===== src/rtl/btn_ctrl_pkg.sv =====
// Package: btn_ctrl_pkg
// Shared types and default timing constants for the push-button conditioning path.
//  btn_state_t   debounce FSM state encoding (IDLE, ARM, PRESSED, DISARM)
//  DEBOUNCE_DEF  default stable-cycle count before a level change is accepted (10 ms @ 100 MHz)
//  LONG_DEF      default hold-cycle count before a long press fires (1 s @ 100 MHz)
package btn_ctrl_pkg;

  typedef enum logic [1:0] {
    IDLE    = 2'd0,
    ARM     = 2'd1,
    PRESSED = 2'd2,
    DISARM  = 2'd3
  } btn_state_t;

  localparam int unsigned DEBOUNCE_DEF = 1_000_000;
  localparam int unsigned LONG_DEF     = 100_000_000;

endpackage


===== src/rtl/sync_2ff.sv =====
// Module: sync_2ff
// Generic 1-bit two-flop synchroniser for signals asynchronous to clk.
// Only q may be used downstream; the first stage may go metastable.
//  clk    in  1  destination clock, rising edge
//  reset  in  1  asynchronous, active-high; clears both stages
//  d      in  1  asynchronous input
//  q      out 1  synchronised output, two clk edges after d
module sync_2ff (
  input  logic clk,
  input  logic reset,
  input  logic d,
  output logic q
);

  logic s1;

  // NOTE: sequential state uses non-blocking assignments so every flop samples
  // the pre-edge value of its neighbour; blocking here would collapse the chain.
  always_ff @(posedge clk or posedge reset) begin
    if (reset) begin
      s1 <= 1'b0;
      q  <= 1'b0;
    end else begin
      s1 <= d;
      q  <= s1;
    end
  end

endmodule


===== src/rtl/btn_sel_conditioner.sv =====
// Module: btn_sel_conditioner
// Conditions the raw board push-button feeding the blink counter's sel input:
// synchronises it, debounces it with a counter-qualified FSM, and produces a
// sel level that toggles once per accepted press plus one-cycle event strobes.
// Optional feature macro: BTN_LONGPRESS_EN -- when defined, a press held for
// LONG_CYCLES fires long_pulse and forces sel_out low; when undefined the hold
// counter is not built and long_pulse is tied low.
//  clk          in   1  system clock, rising edge
//  reset        in   1  asynchronous, active-high
//  btn_in       in   1  raw button, asynchronous to clk, active-high
//  btn_level    out  1  debounced button level
//  press_pulse  out  1  one-cycle strobe on each accepted press
//  long_pulse   out  1  one-cycle strobe when a press is held LONG_CYCLES
//  sel_out      out  1  toggled select level for the counter's sel input
module btn_sel_conditioner
  import btn_ctrl_pkg::*;
#(
  parameter int unsigned DEBOUNCE_CYCLES = DEBOUNCE_DEF,
  parameter int unsigned LONG_CYCLES     = LONG_DEF
) (
  input  logic clk,
  input  logic reset,
  input  logic btn_in,
  output logic btn_level,
  output logic press_pulse,
  output logic long_pulse,
  output logic sel_out
);

  localparam int DW = $clog2(DEBOUNCE_CYCLES);
  localparam logic [DW-1:0] DCNT_LAST = DW'(DEBOUNCE_CYCLES - 1);

  // Reject parameter sets the counter widths and FSM cannot honour.
  if (DEBOUNCE_CYCLES < 2 || LONG_CYCLES <= DEBOUNCE_CYCLES) begin : g_param_check
    $error("btn_sel_conditioner: need DEBOUNCE_CYCLES >= 2 and LONG_CYCLES > DEBOUNCE_CYCLES");
  end

  logic btn_s;

  sync_2ff u_sync (
    .clk   (clk),
    .reset (reset),
    .d     (btn_in),
    .q     (btn_s)
  );

  btn_state_t    state, state_next;
  logic [DW-1:0] dcnt, dcnt_next;
  logic          level_next, press_next, sel_next;

`ifdef BTN_LONGPRESS_EN
  localparam int HW = $clog2(LONG_CYCLES + 1);
  localparam logic [HW-1:0] HCNT_MAX  = HW'(LONG_CYCLES);
  localparam logic [HW-1:0] HCNT_LONG = HW'(LONG_CYCLES - 1);

  logic [HW-1:0] hcnt, hcnt_next;
  logic          long_next;
`endif

  // NOTE: every signal assigned in this block gets a default first, so no path
  // leaves one unassigned and no latch is inferred.
  always_comb begin
    state_next = state;
    dcnt_next  = dcnt;
    level_next = btn_level;
    sel_next   = sel_out;
    press_next = 1'b0;
`ifdef BTN_LONGPRESS_EN
    hcnt_next  = hcnt;
    long_next  = 1'b0;
`endif
    unique case (state)
      IDLE: begin
        if (btn_s) begin
          state_next = ARM;
          dcnt_next  = '0;
        end
      end
      ARM: begin
        if (!btn_s) begin
          state_next = IDLE;             // bounce rejected
        end else if (dcnt == DCNT_LAST) begin
          state_next = PRESSED;
          level_next = 1'b1;
          press_next = 1'b1;
          sel_next   = ~sel_out;
`ifdef BTN_LONGPRESS_EN
          hcnt_next  = '0;
`endif
        end else begin
          dcnt_next = dcnt + 1'b1;
        end
      end
      PRESSED: begin
        if (!btn_s) begin
          state_next = DISARM;
          dcnt_next  = '0;
        end else begin
`ifdef BTN_LONGPRESS_EN
          // Saturation at LONG_CYCLES means HCNT_LONG is passed once per press,
          // so long_pulse cannot re-fire until a fresh press clears hcnt.
          if (hcnt != HCNT_MAX) hcnt_next = hcnt + 1'b1;
          if (hcnt == HCNT_LONG) begin
            long_next = 1'b1;
            sel_next  = 1'b0;
          end
`endif
        end
      end
      DISARM: begin
        // hcnt is left untouched here: a release bounce resumes the hold count.
        if (btn_s) begin
          state_next = PRESSED;
        end else if (dcnt == DCNT_LAST) begin
          state_next = IDLE;
          level_next = 1'b0;
        end else begin
          dcnt_next = dcnt + 1'b1;
        end
      end
      default: state_next = IDLE;
    endcase
  end

  always_ff @(posedge clk or posedge reset) begin
    if (reset) begin
      state       <= IDLE;
      dcnt        <= '0;
      btn_level   <= 1'b0;
      press_pulse <= 1'b0;
      sel_out     <= 1'b0;
    end else begin
      state       <= state_next;
      dcnt        <= dcnt_next;
      btn_level   <= level_next;
      press_pulse <= press_next;
      sel_out     <= sel_next;
    end
  end

`ifdef BTN_LONGPRESS_EN
  always_ff @(posedge clk or posedge reset) begin
    if (reset) begin
      hcnt       <= '0;
      long_pulse <= 1'b0;
    end else begin
      hcnt       <= hcnt_next;
      long_pulse <= long_next;
    end
  end
`else
  assign long_pulse = 1'b0;
`endif

endmodule


===== config.mk =====
export PLATFORM = sky130hd
export DESIGN_NAME = btn_sel_conditioner
export DESIGN_NICKNAME = d
export VERILOG_FILES = /design/src/rtl/btn_ctrl_pkg.sv /design/src/rtl/sync_2ff.sv /design/src/rtl/btn_sel_conditioner.sv
export SDC_FILE = /design/constraint.sdc
export NUM_CORES = 1
export LEC_CHECK = 0
export CORE_MARGIN = 2
export CORE_UTILIZATION = 40
export CTS_BUF_LIST = sky130_fd_sc_hd__clkbuf_2 sky130_fd_sc_hd__clkbuf_4 sky130_fd_sc_hd__clkbuf_8
export DETAILED_ROUTE_END_ITERATION = 10
export GPL_ROUTABILITY_DRIVEN = 0
export GPL_TIMING_DRIVEN = 1
export HOLD_SLACK_MARGIN = 0.15
export PLACE_DENSITY = 0.56
export SYNTH_ARGS = -nofsm -noshare
export SYNTH_HDL_FRONTEND = slang
export SYNTH_SLANG_ARGS = --single-unit
export TNS_END_PERCENT = 1

===== constraint.sdc =====
create_clock -name clk -period 6.6 [get_ports clk]
set_input_delay 1.65 -clock clk [delete_from_list [all_inputs] [get_ports clk]]
set_output_delay 1.65 -clock clk [all_outputs]
set_load 0.01 [all_outputs]

# Word-level counts from Yosys, hierarchy flattened
# Index checks and enable logic that the tools add are counted.
[word_totals]
regBits = 27
[op_classes]
addsub = 1
n_eq_ne = 12
n_mux = 21
n_bitwise = 1
n_reduce_logical = 6
[ops]
columns = ["cell", "count"]
rows = [
  ["$mux W20", 5],
  ["$pmux W20 S4", 1],
  ["$add A20 B1 Y20 const B", 1],
  ["$eq A20 B20 Y1 const B", 1],
  ["$mux W2", 6],
  ["$ne A2 B2 Y1 const B", 4],
  ["$pmux W2 S4", 1],
  ["$reduce_and A4 Y1", 2],
  ["$mux W1", 7],
  ["$reduce_and A5 Y1", 1],
  ["$eq A2 B2 Y1 const B", 2],
  ["$ne A2 B1 Y1 const B", 2],
  ["$ne A3 B2 Y1 const B", 1],
  ["$ne A3 B3 Y1 const B", 1],
  ["$reduce_and A3 Y1", 1],
  ["$eq A2 B1 Y1 const B", 1],
  ["$logic_not A2 Y1", 1],
  ["$pmux W1 S2", 1],
  ["$reduce_bool A2 Y1", 1],
  ["$not A1 Y1", 1],
]

# Depth between registers and ports, before layout
[logic_depth]
ltp_word = 4
ltp_mapped = 7
depth_no_buf = 6

# By module
# Synthesis repeated with hierarchy kept, for this count alone.
[hier_totals]
hier_cells = 154
hier_area_um2 = 1497.7
[modules_own_cells]
columns = ["mod", "n_inst", "cells_each", "area_each_um2"]
rows = [
  ["btn_sel_conditioner", 1, 151, 1443.9],
  ["sync_2ff", 1, 3, 53.8],
]

# Worst setup path after synthesis
# Ideal clock, no wire load.
[synth_path]
kind = "reg2reg"
start = "reg dcnt[7]"
end = "reg dcnt[10]"
setup_ns = 0.090
t_arrival_ns = 2.120
required_ns = 6.510
path_slack_ns = 4.389
stages_incl_launch_ff = 7
n_path_buf = 1
synth_period_minus_slack_ns = 2.211
path_cell_list = "dfrtp_1 > or4b_1 > or4b_1 > buf_2 > o21ai_4 > inv_4 > o221ai_1"
[synth_via]
elab_chain_len = 4
elab_cells_between_ends = 6
classes_between = "add/sub: 1; eq/ne: 1; mux: 4"
[synth_rtl]
columns = ["item", "line", "source"]
rows = [
  ["from (decl)", "btn_sel_conditioner.sv:48", "logic [DW-1:0] dcnt, dcnt_next;"],
  ["from (signal assigned)", "btn_sel_conditioner.sv:134", "dcnt <= dcnt_next;"],
  ["$add A20 B1 Y20 / $eq A20 B20 Y1 (equally long branches)", "-", ""],
  ["$mux W20 *", "btn_sel_conditioner.sv:82, btn_sel_conditioner.sv:114", ""],
  ["$mux W20 (on tied branches)", "btn_sel_conditioner.sv:112, btn_sel_conditioner.sv:80", ""],
  ["$pmux W20 S4 *", "btn_sel_conditioner.sv:72", "unique case (state)"],
]
# Every way passes the cells marked *; elsewhere a longest branch is shown, timed or not. The select of a mux whose other input is x is not followed.
# A chain may end at the register's enable or synchronous reset.

# Final worst setup path
[layout_path]
start = "reg sel_out"
end = "out sel_out"
[layout_rtl]
columns = ["item", "line", "source"]
rows = [
  ["from (decl)", "btn_sel_conditioner.sv:27", "output logic sel_out"],
  ["from (signal assigned)", "btn_sel_conditioner.sv:137", "sel_out <= sel_next;"],
]
# No word-level cell between the ends.

==> flow_summary.yaml <==
run_status:
  status: "complete, no violations"
clocking:
  cts_htree_levels: 1
  ctsHoldBuffers: 0
  ctsResizeCount: 0
  clock_latency_ns: 0.27
  clockRootBuffer: "clkbuf_8"
  cts.sink_count: 27
  clock_path_buffers: 2
  cts.clk_slew.worst_paths_ns: 0.10
  cts_buffers: 3
  cts_tree: "yes"
  post-cts-setup-buffers: 0
sta:
  hold_viol_final: 0
  tns_ns: 0
  rsz0062_at_grt: "false"
  tightest_slew_ns: 1.00
  max_slew_margin_pct: 33.2
  fin_crit_sh_pct: 43.3
  max_freq_mhz: 350
  finalMaxSlewViolations: 0
  finClkSkew_ns: 0.00886
  setup_viol: 0
  layout_min_cycle_time_ns: 2.86
placed_design:
  dp.cells: 207
  port_buffers: 5
  place_hpwl_mm: 2.43
  postPlaceCellArea_um2: 1600
drt:
  wl_mm: 3.41
  wl_per_cell_um: 16.2
  vias: 1280
  antenna_left: 0
  drt_iter0_markers: 81
  drc_errors: 0
  first_pass_iters: 4
  via_per_inst: 6.07
floorplan:
  ios: 7
  die_w_um: 65.9
  die_area_um2: 4340
  coreArea_um2: 3660
  start_util_pct: 41.8
  dieHeight_um: 65.9
  num_rows: 22
global_routing:
  grt_max_degree: 28
  antenna_found_initial: 0
  grt_first_pass_wirelength_mm: 5.95
  grt_pass1_vias: 1226
  grt.overflow.total: 0
  grt.total_usage_pct: 17.8
layout:
  nets: 168
  drive_gt1_share_pct: 5.52
  diodes: 0
  syn2layout_area_growth_pct: 7.60
  fin_cells: 211
  design_area_um2: 1650
  final_util_pct: 45.0
  nFillCells: 366
pwr:
  pwr_density_cell_nw_per_um2: 179
  total_leakage_power_uw: 0.000672
  vdd_drop_max_v: 0.0000916
hold_path:
  hold_class: "flop to flop"
  min_from: "u_sync.s1"
  whs_path_depth: 0
  min_to: "u_sync.q"
setup_path:
  cp_data_arrival_time_ns: 1.21
  critPathMaxStageDelay_ns: 0.55
  required_ns: 4.95
  timing.rr.start: "state[0]"
  worst-path-buf-inv: 1
  reg2reg_depth: 5
  r2r_slack_ns: 3.80
  path_class: "flop to primary output"
  path_cells: "clkdlybuf4s50_1"
  critPathCaptureType: "primary output"
  path_delay_family: "buffers and inverters"
  worstPathMaxFanout: 2
  timing.rr.end: "dcnt[12]"
  critPathLaunchType: "flop"
  crit_slowest_cell: "clkdlybuf4s50_1"
synth:
  synth_top_area_share_pct: 44.2
  syn_nets: 168
  seq_area_frac_synth_pct: 44.2
  ys_top_cells_by_count: "dfrtp_1 (27), nand2_1 (16), inv_1 (9), o21ai_0 (9)"
  synth_edf_count: 0
  syn_avg_cell_area_um2: 9.33
  ys_ff_latch: 27
  synth_area_um2: 1530
  async_flop_share_pct: 100
  synth_top_cell_by_area: "dfrtp_1"
  yosys-top-cells-area: "dfrtp_1 (44%), nand2_1 (3.9%), o21ai_0 (2.9%)"
  synth_most_common_cell: "dfrtp_1"
  yosysWarnings: 0
  netlist_instances: 164
  synth_top_flop_cell: "dfrtp_1"
  synth_cell_type_count: 50
flow_run:
  cap_violations: 0
cell usage in the layout, fill, tap and decap left out, types with 3 or more instances in the layout:
| master | synthesis | final |
|---|---|---|
| nor2_1 | 5 | 5 |
| mux2i_1 | 4 | 4 |
| nand4_1 | 6 | 6 |
| or3_1 | 4 | 4 |
| dfrtp_1 | 27 | 27 |
| o21ai_0 | 9 | 9 |
| clkdlybuf4s50_1 | 0 | 5 |
| a31oi_1 | 5 | 5 |
| inv_1 | 9 | 9 |
| nor4_1 | 5 | 5 |
| nand2_1 | 16 | 16 |
| clkbuf_8 | 0 | 3 |
| a21oi_1 | 5 | 5 |
| a211o_1 | 5 | 5 |
| nand3_1 | 8 | 8 |
| nor4b_1 | 4 | 4 |
| nor3_1 | 4 | 4 |
sequential cells by signal, summed over array words and instances, names as in the netlist, named ones only:
register,cells
press_pulse,1
dcnt,20
sel_out,1
state,1
u_sync.s1,1
u_sync.q,1
btn_level,1
kinds of logic after synthesis:
logic type	after synthesis	synth area share, %
flops	27	44.2
fa+ha+maj	1	0.818
compound gates	42	20.0
other cells	1	0.245
simple gates	66	25.0
buf+inv	20	5.40
xor+xnor	3	1.72
mux	4	2.62
how the worst max path moves through the flow:
stage | startpoint | to | cells after the start
finish | sel_out | sel_out | 1
detailed placement | reset | dcnt[15] | 2
global route | state[0] | dcnt[12] | 5
CTS | sel_out | sel_out | 1
global placement | reset | state[0] | 2
floorplan | dcnt[7] | dcnt[10] | 6
through the flow:
step	hold WS (ns)	total power [µW]	worst slack, ns
after global placement	0.334	203	3.71
final	0.367	295	3.74
after global routing	0.373	312	3.52
after detailed placement	0.343	203	3.66
after CTS	0.368	301	3.72
after floorplan	0.331	197	4.39
per-layer routing:
| metal | up-vias | routed length, µm | GRT usage, % |
|---|---|---|---|
| met4 | 0 | 29 | 6.25 |
| met2 | 23 | 1640 | 28.9 |
| li1 | 617 | - | - |
| met5 | - | 0 | 0 |
| met3 | 2 | 86 | 2.56 |
| met1 | 638 | 1660 | 24.1 |
where the power goes:
part | leakage [µW] | internal, µW | switching, µW
sequential | 0.000367 | 170 | 8.11
clock | 0.0000217 | 42.8 | 52.8
combinational | 0.000283 | 8.54 | 13.0
area by class of cell:
| class | instances | area [µm²] | share of cell area [%] |
|---|---|---|---|
| clock buffer | 3 | 41.3 | 2.51 |
| clock inverter | 1 | 7.51 | 0.456 |
| inverter | 10 | 40.0 | 2.43 |
| multi-input combinational | 117 | 772 | 46.9 |
| sequential | 27 | 676 | 41.0 |
| tap | 48 | 60.1 | 3.65 |
| timing repair buffer | 5 | 50.0 | 3.04 |
(Power assumes the default switching activity.)
